[config.mk]
export PLATFORM = sky130hd
export DESIGN_NAME = crc16_rx_check
export DESIGN_NICKNAME = d
export VERILOG_FILES = /design/src/rtl/crc16_rx_check.sv
export SDC_FILE = /design/constraint.sdc
export NUM_CORES = 1
export LEC_CHECK = 0
export ABC_AREA = 1
export CAP_MARGIN = 20
export CORE_ASPECT_RATIO = 0.5
export CORE_MARGIN = 4
export CORE_UTILIZATION = 30
export DETAILED_ROUTE_END_ITERATION = 8
export GPL_ROUTABILITY_DRIVEN = 0
export PLACE_DENSITY_LB_ADDON = 0.2
export SETUP_SLACK_MARGIN = 0.2
export SYNTH_ARGS = -nofsm -noshare
export SYNTH_HDL_FRONTEND = slang
export SYNTH_SLANG_ARGS = --single-unit
[constraint.sdc]
create_clock -name clk -period 3 [get_ports clk]
set_input_delay 0.6 -clock clk [delete_from_list [all_inputs] [get_ports clk]]
set_output_delay 0.6 -clock clk [all_outputs]
set_load 0.01 [all_outputs]
[src/rtl/crc16_rx_check.sv]
// crc16_rx_check: receive-side CRC-16/USB checker.
// Frames are N payload bytes followed by the CRC (low byte first). A 2-byte
// delay line holds back the trailing CRC bytes, so the payload is forwarded
// two bytes late with the CRC bytes stripped. End-of-frame status is registered
// and reported as a single done pulse. frame_len, calc_crc and rx_crc are
// held from one done pulse until the next.
module crc16_rx_check #(
  parameter int MAX_LEN = 1024,
  parameter int LEN_W   = 11
) (
  input  logic             clk,
  input  logic             rst,
  input  logic [7:0]       rx_data,
  input  logic             rx_valid,
  input  logic             rx_sop,
  input  logic             rx_eop,
  output logic [7:0]       out_data,
  output logic             out_valid,
  output logic             out_sop,
  output logic             out_eop,
  output logic             done,
  output logic             crc_ok,
  output logic             crc_err,
  output logic             len_err,
  output logic [LEN_W-1:0] frame_len,
  output logic [15:0]      calc_crc,
  output logic [15:0]      rx_crc
);

  typedef enum logic [1:0] {IDLE, FILL0, FILL1, STREAM} state_e;

  state_e           state_q, state_d;
  logic [7:0]       d0_q, d0_d, d1_q, d1_d;
  logic [15:0]      crc_q, crc_d;
  logic [LEN_W-1:0] cnt_q, cnt_d;
  logic             ovf_q, ovf_d;

  logic [7:0]       out_data_q;
  logic             out_valid_q, out_sop_q, out_eop_q;
  logic             done_q, crc_ok_q, crc_err_q, len_err_q;
  logic [LEN_W-1:0] frame_len_q;
  logic [15:0]      calc_crc_q, rx_crc_q;

  logic             emit, emit_sop, emit_eop;
  logic             fin, fin_ok, fin_cerr, fin_lerr;
  logic [LEN_W-1:0] fin_len;
  logic [15:0]      fin_calc, fin_rx;

  // Reflected byte-wise CRC-16 update, polynomial 0xA001.
  function automatic logic [15:0] crc_upd(input logic [15:0] c, input logic [7:0] b);
    logic [15:0] r;
    r = c ^ {8'h00, b};
    for (int i = 0; i < 8; i++)
      r = r[0] ? ((r >> 1) ^ 16'hA001) : (r >> 1);
    return r;
  endfunction

  // Next-state: delay line shift, CRC/length accounting and end-of-frame status.
  always_comb begin
    state_d  = state_q;
    d0_d     = d0_q;
    d1_d     = d1_q;
    crc_d    = crc_q;
    cnt_d    = cnt_q;
    ovf_d    = ovf_q;
    emit     = 1'b0;
    emit_sop = 1'b0;
    emit_eop = 1'b0;
    fin      = 1'b0;
    fin_ok   = 1'b0;
    fin_cerr = 1'b0;
    fin_lerr = 1'b0;
    fin_len  = '0;
    fin_calc = '0;
    fin_rx   = '0;

    if (rx_valid) begin
      if (rx_sop) begin
        // A sop inside a frame aborts it; the sop byte always restarts.
        if (state_q != IDLE) begin
          fin      = 1'b1;
          fin_lerr = 1'b1;
          fin_len  = cnt_q;
          fin_calc = crc_q ^ 16'hFFFF;
        end
        if (rx_eop) begin
          // One-byte frame: cannot even hold a CRC.
          fin      = 1'b1;
          fin_lerr = 1'b1;
          fin_len  = '0;
          fin_calc = '0;
          state_d  = IDLE;
        end else begin
          state_d = FILL0;
          d0_d    = rx_data;
          crc_d   = 16'hFFFF;
          cnt_d   = '0;
          ovf_d   = 1'b0;
        end
      end else begin
        case (state_q)
          IDLE: ;
          FILL0: begin
            if (rx_eop) begin
              // Two-byte frame: empty payload, CRC register untouched.
              fin      = 1'b1;
              fin_len  = cnt_q;
              fin_calc = crc_q ^ 16'hFFFF;
              fin_rx   = {rx_data, d0_q};
              fin_ok   = (fin_calc == fin_rx);
              fin_cerr = (fin_calc != fin_rx);
              state_d  = IDLE;
            end else begin
              d1_d    = d0_q;
              d0_d    = rx_data;
              state_d = FILL1;
            end
          end
          FILL1, STREAM: begin
            // d1 leaves the delay line as payload; CRC covers it even past MAX_LEN.
            crc_d = crc_upd(crc_q, d1_q);
            if (cnt_q < LEN_W'(MAX_LEN)) begin
              emit     = 1'b1;
              emit_sop = (state_q == FILL1);
              cnt_d    = cnt_q + LEN_W'(1);
            end else begin
              ovf_d = 1'b1;
            end
            if (rx_eop) begin
              emit_eop = emit;
              fin      = 1'b1;
              fin_len  = cnt_d;
              fin_calc = crc_d ^ 16'hFFFF;
              fin_rx   = {rx_data, d0_q};
              fin_ok   = (fin_calc == fin_rx) && !ovf_d;
              fin_cerr = (fin_calc != fin_rx);
              fin_lerr = ovf_d;
              state_d  = IDLE;
            end else begin
              d1_d    = d0_q;
              d0_d    = rx_data;
              state_d = STREAM;
            end
          end
          default: state_d = IDLE;
        endcase
      end
    end
  end

  // State, delay line and registered outputs.
  always_ff @(posedge clk) begin
    if (rst) begin
      state_q     <= IDLE;
      d0_q        <= '0;
      d1_q        <= '0;
      crc_q       <= 16'hFFFF;
      cnt_q       <= '0;
      ovf_q       <= 1'b0;
      out_data_q  <= '0;
      out_valid_q <= 1'b0;
      out_sop_q   <= 1'b0;
      out_eop_q   <= 1'b0;
      done_q      <= 1'b0;
      crc_ok_q    <= 1'b0;
      crc_err_q   <= 1'b0;
      len_err_q   <= 1'b0;
      frame_len_q <= '0;
      calc_crc_q  <= '0;
      rx_crc_q    <= '0;
    end else begin
      state_q     <= state_d;
      d0_q        <= d0_d;
      d1_q        <= d1_d;
      crc_q       <= crc_d;
      cnt_q       <= cnt_d;
      ovf_q       <= ovf_d;
      out_valid_q <= emit;
      out_sop_q   <= emit_sop;
      out_eop_q   <= emit_eop;
      if (emit) out_data_q <= d1_q;
      done_q      <= fin;
      crc_ok_q    <= fin_ok;
      crc_err_q   <= fin_cerr;
      len_err_q   <= fin_lerr;
      if (fin) begin
        frame_len_q <= fin_len;
        calc_crc_q  <= fin_calc;
        rx_crc_q    <= fin_rx;
      end
    end
  end

  assign out_data  = out_data_q;
  assign out_valid = out_valid_q;
  assign out_sop   = out_sop_q;
  assign out_eop   = out_eop_q;
  assign done      = done_q;
  assign crc_ok    = crc_ok_q;
  assign crc_err   = crc_err_q;
  assign len_err   = len_err_q;
  assign frame_len = frame_len_q;
  assign calc_crc  = calc_crc_q;
  assign rx_crc    = rx_crc_q;

endmodule

==> reports/qor.yml, run 1 <==
run_status:
  outcome: "complete, no violations"
floorplan:
  core_area_um2: 17700
  ios: 71
  start_util_pct: 31.2
  die_h_um: 104
  dieArea_um2: 20700
  dieWidth_um: 200
  rows: 34
setup_path:
  crit_type: "in -> reg"
  arrival_ns: 2.69
  cp_top_family: "buffers and inverters"
  r2r-end: "calc_crc[4]$_SDFFE_PP0P_"
  required_ns: 3.28
  crit_chain: "clkdlybuf4s50_1 -> clkinv_1 -> a21oi_2 -> inv_1 -> nor2_1 -> buf_4 -> a21oi_1 -> o21ai_0"
  start_kind: "input port"
  rr_startpoint: "state_q[1]$_SDFFE_PP0P_"
  critPathMaxStageDelay_ns: 0.76
  reg2reg_depth: 7
  path_depth: 8
  cp_max_fo: 18
  cpMaxStageDelayCell: "clkdlybuf4s50_1"
  crit_buf_inv: 4
  critPathCaptureType: "flip-flop"
  rrSetupSlack_ns: 0.71
worst_hold_path:
  min_to: "rx_crc[10]$_SDFFE_PP0P_"
  hold_path_depth: 2
  hp-class: "reg -> reg"
  hold_start: "rx_crc[10]$_SDFFE_PP0P_"
clock_network:
  cts_resized: 0
  cts_sinks: 104
  clock_latency_ns: 0.36
  clk_pin_slew_ns: 0.08
  clock_path_buffers: 2
  cts_buffers: 9
  cts_tree: "done"
  ctsHoldBuffers: 0
  cts_setup_buffers: 0
  cts_root_buffer: "clkbuf_16"
  htreeDepth: 3
synthesis:
  synth_edf_count: 0
  async_flop_share_pct: 0
  syn_avg_cell_area_um2: 6.78
  ys.warnings.count: 0
  synth_top_area_share_pct: 37.7
  syn_nets: 827
  synthTopCellsByCount: "232 x nand2_1, 104 x dfxtp_1, 96 x a21oi_1, 60 x inv_1, 54 x o21ai_0"
  yosysUniqueCellTypes: 42
  ys_seq_elements: 104
  synth.most_common_cell: "nand2_1"
  ys_seq_area_share_pct: 37.7
  yosys-top-cells-area: "dfxtp_1 38%, nand2_1 16%, a21oi_1 8.7%, o21ai_0 4.9%, nand3_1 4.2%"
  yosysTopAreaCell: "dfxtp_1"
  synth_area_um2: 5520
  synth_cells: 813
  synth_flop_cell: "dfxtp_1"
detailed_routing:
  wl_per_cell_um: 17.0
  via_per_inst: 5.10
  drtIter0Drc: 557
  vias: 5687
  drt-total-wl_um: 19000
  drcViolationCount: 0
  ant_nets: 0
  first_pass_iters: 6
timing:
  timing.final.crit_share_pct: 80.2
  fmax_mhz: 415
  hold_violations: 0
  fin_skew_ns: 0.00938
  slew_headroom_pct: 59.3
  maxSlewViolCount: 0
  finalSetupTns_ns: 0
  hold_slack_ns: 0.466
  finalCriticalPeriod_ns: 2.41
  setup_violations: 0
  tightest_slew_ns: 0.610
  rsz0062_at_grt: "false"
final_layout:
  nets: 890
  synthToLayoutAreaGrowth_pct: 22.9
  final_core_util_pct: 38.3
  antenna_cells: 0
  drive_above_1_share_pct: 8.85
pwr:
  power_density_nw_per_um2: 445
  p_total_uw: 3020
  ir_worst_vdd_v: 0.000217
  leakage_uw: 0.00273
place:
  place_hpwl_um: 14000
  io_buffers: 70
global_route:
  grt_pass1_vias: 5348
  track_usage_pct: 17.9
  grt_max_degree: 52
  antenna_found_initial: 0
  grt_pass1_wl_um: 29800
  grt-ovfl-total: 0
run:
  drv_cap: 0
==> final cells by class <==
type	count	area, um^2
well taps	234	293
repair buffers	91	866
inverters	71	267
fillers	1887	10900
multi-input cells	599	2990
clock buffers	9	225
flip-flops and latches	104	2080
clock inverters	7	56.3
==> worst max-delay path by stage <==
stage / start / endpoint / slack (ns)
after global routing: rx_sop / crc_q[9]$_SDFFE_PP1P_ / 0.41
after floorplan: rx_sop / crc_q[0]$_SDFFE_PP1P_ / 1.05
after CTS: rx_sop / crc_q[12]$_SDFFE_PP1P_ / 0.63
final: rx_sop / crc_q[12]$_SDFFE_PP1P_ / 0.59
after global placement: rx_sop / crc_q[10]$_SDFFE_PP1P_ / 0.37
after detailed placement: rx_sop / crc_q[12]$_SDFFE_PP1P_ / 0.27
==> cell families (layout without fill, tap and decap cells) <==
kind of cell	after synthesis	after routing	synth area share, %
compound gates	202	202	20.6
simple gates	364	364	28.3
xor+xnor	32	32	5.08
fa+ha+maj	1	1	0.227
flops	104	104	37.7
buf+inv	110	178	8.03
==> power breakdown <==
group	internal, uW	switching (uW)	total [uW]
clock network	573	590	1160
registers	1410	48.1	1460
logic	145	248	393
==> per-stage QoR <==
| step | std cells | setup WS [ns] | cell area, um^2 |
|---|---|---|---|
| after floorplan | 813 | 1.05 | 5520 |
| after global placement | 1099 | 0.373 | 6500 |
| after detailed placement | 1099 | 0.267 | 6500 |
| after CTS | 1115 | 0.634 | 6780 |
| after global routing | 1115 | 0.409 | 6780 |
| final | 1115 | 0.593 | 6780 |
==> registers in the layout (all words and copies together) (netlist names) <==
signal	count
done	1
d0_q	8
d1_q	8
state_q	2
out_data	8
out_eop	1
rx_crc	16
cnt_q	11
len_err	1
ovf_q	1
crc_ok	1
frame_len	11
out_sop	1
crc_err	1
crc_q	16
calc_crc	16
out_valid	1
==> worst reg2reg max path, delay by kind of cell, from the launching register on <==
kind                   cells  cell delay (ns)
buffers and inverters      2             0.51
DFF                        1             0.31
AOI/OAI and AO/OA          2             0.67
and+or+nand+nor            3             0.73
==> cells in the final DEF, fill, tap and decap left out, types with 20 or more instances in the layout <==
cell type and instances:
nand2_1 232, dfxtp_1 104, a21oi_1 96, clkdlybuf4s50_1 69, inv_1 60, o21ai_0 54, nand3_1 46, nor2_1 45
xnor2_1 22, o22ai_1 20, buf_4 20
==> per-layer routing <==
layer	GRT usage [%]	wire length, um	up-vias
met5	0	0	-
met4	4.99	363	0
met3	3.07	1270	26
met2	27.2	8310	186
met1	26.2	9030	2651
li1	-	-	2824
No activity file was read; power rests on OpenSTA's default activity.
==> run 2, diff against run 1 <==
Clock period 3 ns to 2.35 ns, I/O delays scaled along.
==> reports/qor.yml, run 2 (synthesized netlist as in run 1, its figures left out) <==
final_layout:
  antenna_cells: 0
  drive_above_1_share_pct: 12.7
  final_common_cell: "nand2_1"
  synthToLayoutAreaGrowth_pct: 28.4
  final_cell_mix: "230 x nand2_1, 97 x dfxtp_1, 96 x a21oi_1"
  nets: 913
  finalInstanceArea_um2: 7080
clock_network:
  htreeDepth: 3
  clk_pin_slew_ns: 0.07
  cts_setup_buffers: 0
  cts_root_buffer: "clkbuf_16"
  cts_buffers: 9
  ctsHoldBuffers: 0
  cts_sinks: 104
  clock_path_buffers: 2
  cts_tree: "done"
  clock_latency_ns: 0.35
  cts_resized: 0
floorplan:
  die_h_um: 104
  core_area_um2: 17700
  dieWidth_um: 200
  ios: 71
  start_util_pct: 31.2
  dieArea_um2: 20700
  rows: 34
detailed_routing:
  first_pass_iters: 5
  wl_per_cell_um: 16.5
  vias: 5705
  drcViolationCount: 0
  via_per_inst: 5.01
  drt-total-wl_um: 18700
  drtIter0Drc: 443
  ant_nets: 0
global_route:
  grt_pass1_wl_um: 29800
  grt_max_degree: 31
  track_usage_pct: 18.0
  grt_pass1_vias: 5460
  antenna_found_initial: 0
  grt-ovfl-total: 0
setup_path:
  cpMaxStageDelayCell: "dfxtp_2"
  r2r-end: "crc_err$_SDFF_PP0_"
  crit_type: "reg -> reg"
  crit_buf_inv: 2
  arrival_ns: 2.23
  required_ns: 2.62
  start_kind: "flip-flop"
  critPathCaptureType: "flip-flop"
  rr_startpoint: "crc_q[4]$_SDFFE_PP1P_"
  cp_top_family: "simple AND/OR/NAND/NOR gates"
  reg2reg_depth: 15
  rrSetupSlack_ns: 0.39
  critPathMaxStageDelay_ns: 0.35
  cp_max_fo: 5
  crit_chain: "inv_2 -> nand2_1 -> nand2_1 -> inv_2 -> nand2_2 -> nand2_4 -> nand2_2 -> nand2_2 -> nand2_4 -> nand3_2 -> nand3_1 -> nand3_1 -> nand3_1 -> nand2_1 -> a21oi_1"
worst_hold_path:
  hold_start: "calc_crc[11]$_SDFFE_PP0P_"
  hp-class: "reg -> reg"
  hold_path_depth: 2
  min_to: "calc_crc[11]$_SDFFE_PP0P_"
timing:
  finalSetupTns_ns: 0
  fin_skew_ns: 0.00717
  hold_violations: 0
  setup_violations: 0
  fmax_mhz: 510
  timing.final.crit_share_pct: 83.4
  rsz0062_at_grt: "true"
  slew_headroom_pct: 66.0
  tightest_slew_ns: 0.509
  finalCriticalPeriod_ns: 1.96
  maxSlewViolCount: 0
pwr:
  ir_worst_vdd_v: 0.000311
  leakage_uw: 0.00289
  p_total_uw: 4180
  power_density_nw_per_um2: 590
run_status:
  outcome: "complete, no violations"
place:
  place_hpwl_um: 14400
  io_buffers: 70
  dpl-instance-area_um2: 6680
run:
  drv_cap: 0
run 2: worst register-to-register path: stages (launching register included):
cell     delay [ns]
dfxtp_2        0.35
inv_2          0.08
nand2_1        0.05
nand2_1        0.14
inv_2          0.07
nand2_2        0.11
nand2_4        0.10
nand2_2        0.12
nand2_2        0.07
nand2_4        0.10
nand3_2        0.13
nand3_1        0.17
nand3_1        0.08
nand3_1        0.08
nand2_1        0.08
a21oi_1        0.16
run 2: worst max-delay path by stage:
| stage | from | to | slack, ns | depth (start not counted) |
|---|---|---|---|---|
| after floorplan | rx_sop | crc_q[0]$_SDFFE_PP1P_ | 0.53 | 9 |
| after CTS | crc_q[2]$_SDFFE_PP1P_ | crc_err$_SDFF_PP0_ | 0.25 | 16 |
| final | crc_q[4]$_SDFFE_PP1P_ | crc_err$_SDFF_PP0_ | 0.39 | 15 |
| after global placement | rx_sop | crc_q[10]$_SDFFE_PP1P_ | 0.11 | 8 |
| after global routing | d1_q[2]$_SDFFE_PP0P_ | crc_err$_SDFF_PP0_ | 0.20 | 16 |
| after detailed placement | rx_sop | crc_q[14]$_SDFFE_PP1P_ | 0.09 | 8 |
run 2: layout make-up:
type,instances,area (um^2)
tap,234,293
inverter,71,267
timing repair buffer,114,1050
clock buffer,11,253
sequential,104,2090
multi-input combinational,599,3030
clock inverter,5,103
fill,1890,10600
run 2: through the flow:
stage	util (%)	hold slack, ns	setup WS, ns	cells
3_5_place_dp	37.8	0.457	0.0919	1122
2_1_floorplan	-	0.456	0.526	813
3_3_place_gp	37.8	0.454	0.108	1122
4_1_cts	39.8	0.467	0.253	1138
5_1_grt	40.0	0.472	0.198	1138
6_report	40.0	0.465	0.389	1138
run 2: report_power, final:
part | switching (uW) | total [uW] | leakage (uW) | internal, uW
combinational | 319 | 527 | 0.00187 | 208
sequential | 60.8 | 1870 | 0.000841 | 1810
clock | 686 | 1790 | 0.000172 | 1100
total | 1070 | 4180 | 0.00289 | 3110
run 2: layer usage:
| layer | GRT usage (%) | vias up | routed length, um |
|---|---|---|---|
| met4 | 4.70 | 0 | 355 |
| met2 | 27.7 | 151 | 8230 |
| met3 | 3.01 | 26 | 1010 |
| met1 | 26.0 | 2655 | 9150 |
| met5 | 0 | - | 0 |
| li1 | - | 2873 | - |
==> run 3, diff against run 2 <==
Clock period 2.35 ns to 1.6 ns, I/O delays scaled along.
==> reports/qor.yml, run 3 (synthesized netlist as in run 1, its figures left out) <==
run_status:
  outcome: "complete, but fails checks"
  violations: "setup timing"
timing:
  rsz0062_at_grt: "true"
  maxSlewViolCount: 0
  hold_violations: 0
  setup_violations: 38
  finalSetupTns_ns: -3.40
  finalCriticalPeriod_ns: 1.91
  slew_headroom_pct: 72.3
  timing.final.crit_share_pct: 120
  timing.final.ws_setup_ns: -0.313
  tightest_slew_ns: 0.415
  fin_skew_ns: 0.0101
  fmax_mhz: 523
run:
  drv_cap: 0
pwr:
  p_switching_uw: 1830
  combinationalPowerShare_pct: 19.5
  power_density_nw_per_um2: 669
  clkPwrFrac_pct: 38.3
  p_total_uw: 6430
  internal_power_uw: 4600
  leakage_uw: 0.00417
  ir_worst_vdd_v: 0.000651
  pwr-share-seq_pct: 42.1
  p_sw_share_pct: 28.4
clock_network:
  cts_buffers: 9
  clock_latency_ns: 0.35
  clk_pin_slew_ns: 0.07
  clock_path_buffers: 2
  htreeDepth: 3
  cts_root_buffer: "clkbuf_16"
  cts_sinks: 104
  cts_tree: "done"
global_route:
  track_usage_pct: 22.0
  grt_max_degree: 53
  grt-ovfl-total: 0
  grt_pass1_vias: 6389
  antenna_found_initial: 0
  grt_pass1_wl_um: 35900
setup_path:
  arrival_ns: 2.19
  required_ns: 1.88
  rr_startpoint: "crc_q[5]$_SDFFE_PP1P_"
  r2r-end: "crc_ok$_SDFF_PP0_"
  critPathCaptureType: "flip-flop"
  rrSetupSlack_ns: -0.31
  cp_max_fo: 5
  start_kind: "flip-flop"
  crit_type: "reg -> reg"
  reg2reg_depth: 14
place:
  dpl-instance-area_um2: 7630
  io_buffers: 70
  place_hpwl_um: 15300
  dp_slack_ns: -0.582
final_layout:
  final_cell_mix: "153 x nand2_1, 143 x buf_4, 82 x dfxtp_1"
  multi_input_area_um2: 4110
  fillerInstances: 1645
  antenna_cells: 0
  final_common_cell: "nand2_1"
  drive_above_1_share_pct: 47.0
  nets: 1061
  finalInstanceArea_um2: 9610
  seqCellArea_um2: 2130
  synthToLayoutAreaGrowth_pct: 74.3
detailed_routing:
  wl_per_cell_um: 18.4
  via_per_inst: 5.14
  drcViolationCount: 0
  first_pass_iters: 5
  drt-total-wl_um: 23600
  drtIter0Drc: 481
  ant_nets: 0
  vias: 6611
floorplan:
  core_area_um2: 17700
  start_util_pct: 31.2
  rows: 34
  dieArea_um2: 20700
  dieWidth_um: 200
  die_h_um: 104
  ios: 71
worst_hold_path:
  hold_start: "rst"
  min_to: "crc_q[15]$_SDFFE_PP1P_"
  hold_path_depth: 4
  hp-class: "in -> reg"
[run 3: cell types whose count changed in the layout (fill, tap and decap cells not counted), moves of 28 or more]
cell and change:
clkdlybuf4s50_1 -61, a21oi_1 -54, buf_4 +101, nand2_1 -77, dlygate4sd2_1 +59, o21ai_0 -29
a21oi_2 +48, nand2_2 +54, buf_6 +28
[run 3: layer usage]
layer  track usage, %  part of all wire [%]
met5                0                     0
met4             5.91                   2.0
met3             4.08                   5.7
met2             33.7                    46
met1             31.6                    47
[run 3: worst max-delay path: stages, from the launching register on]
cell and delay (ns):
dfxtp_4 0.43, xor2_4 0.20, nand2_4 0.08, buf_4 0.15, nand3_4 0.09, nand2_2 0.07
nand2_4 0.12, nand2_4 0.09, nand2_4 0.11, nand2_4 0.08, nand2_1 0.06, nand2_1 0.05
nor2_1 0.09, nand3_1 0.08, a21boi_1 0.15
[run 3: cell type report]
type                    count  share of cell area [%]
clock buffers              11                    2.53
clock inverters             4                   0.807
inverters                  71                    3.14
multi-input cells         599                    42.7
flip-flops and latches    104                    22.1
well taps                 234                    3.05
repair buffers            261                    25.5
repair inverters            1                  0.0781
[run 3: worst max-delay path by stage]
| stage | from | slack [ns] | end | cells past startpoint |
|---|---|---|---|---|
| 2_1_floorplan | crc_q[0]$_SDFFE_PP1P_ | -0.04 | crc_err$_SDFF_PP0_ | 18 |
| 3_3_place_gp | rx_eop | -0.53 | calc_crc[11]$_SDFFE_PP0P_ | 8 |
| 3_5_place_dp | rx_eop | -0.58 | calc_crc[8]$_SDFFE_PP0P_ | 5 |
| 4_1_cts | crc_q[4]$_SDFFE_PP1P_ | -0.29 | crc_ok$_SDFF_PP0_ | 18 |
| 5_1_grt | d1_q[5]$_SDFFE_PP0P_ | -0.44 | crc_err$_SDFF_PP0_ | 13 |
| 6_report | crc_q[5]$_SDFFE_PP1P_ | -0.31 | crc_ok$_SDFF_PP0_ | 14 |
[run 3: timing repair]
action	in CTS	in global routing
pin swaps	61	42
cloned	10	1
endpoints found under the setup margin	160	99
hold buffers	0	0
resized for setup	265	164
buffers inserted	24	12
[run 3: metrics by stage]
step	cells	hold slack (ns)	util, %
detailed placement	1223	0.455	43.1
global route	1285	0.477	54.3
floorplan	813	0.463	-
CTS	1272	0.449	50.4
finish	1285	0.454	54.3
global placement	1223	0.451	43.1
[run 3: power by group through the flow]
| stage | Clock, uW | Combinational (uW) | Sequential [uW] |
|---|---|---|---|
| floorplan | 0 | 497 | 2780 |
| global placement | 0 | 951 | 2770 |
| detailed placement | 0 | 956 | 2770 |
| CTS | 2510 | 1110 | 2710 |
| global route | 2610 | 1340 | 2720 |
| finish | 2460 | 1260 | 2710 |
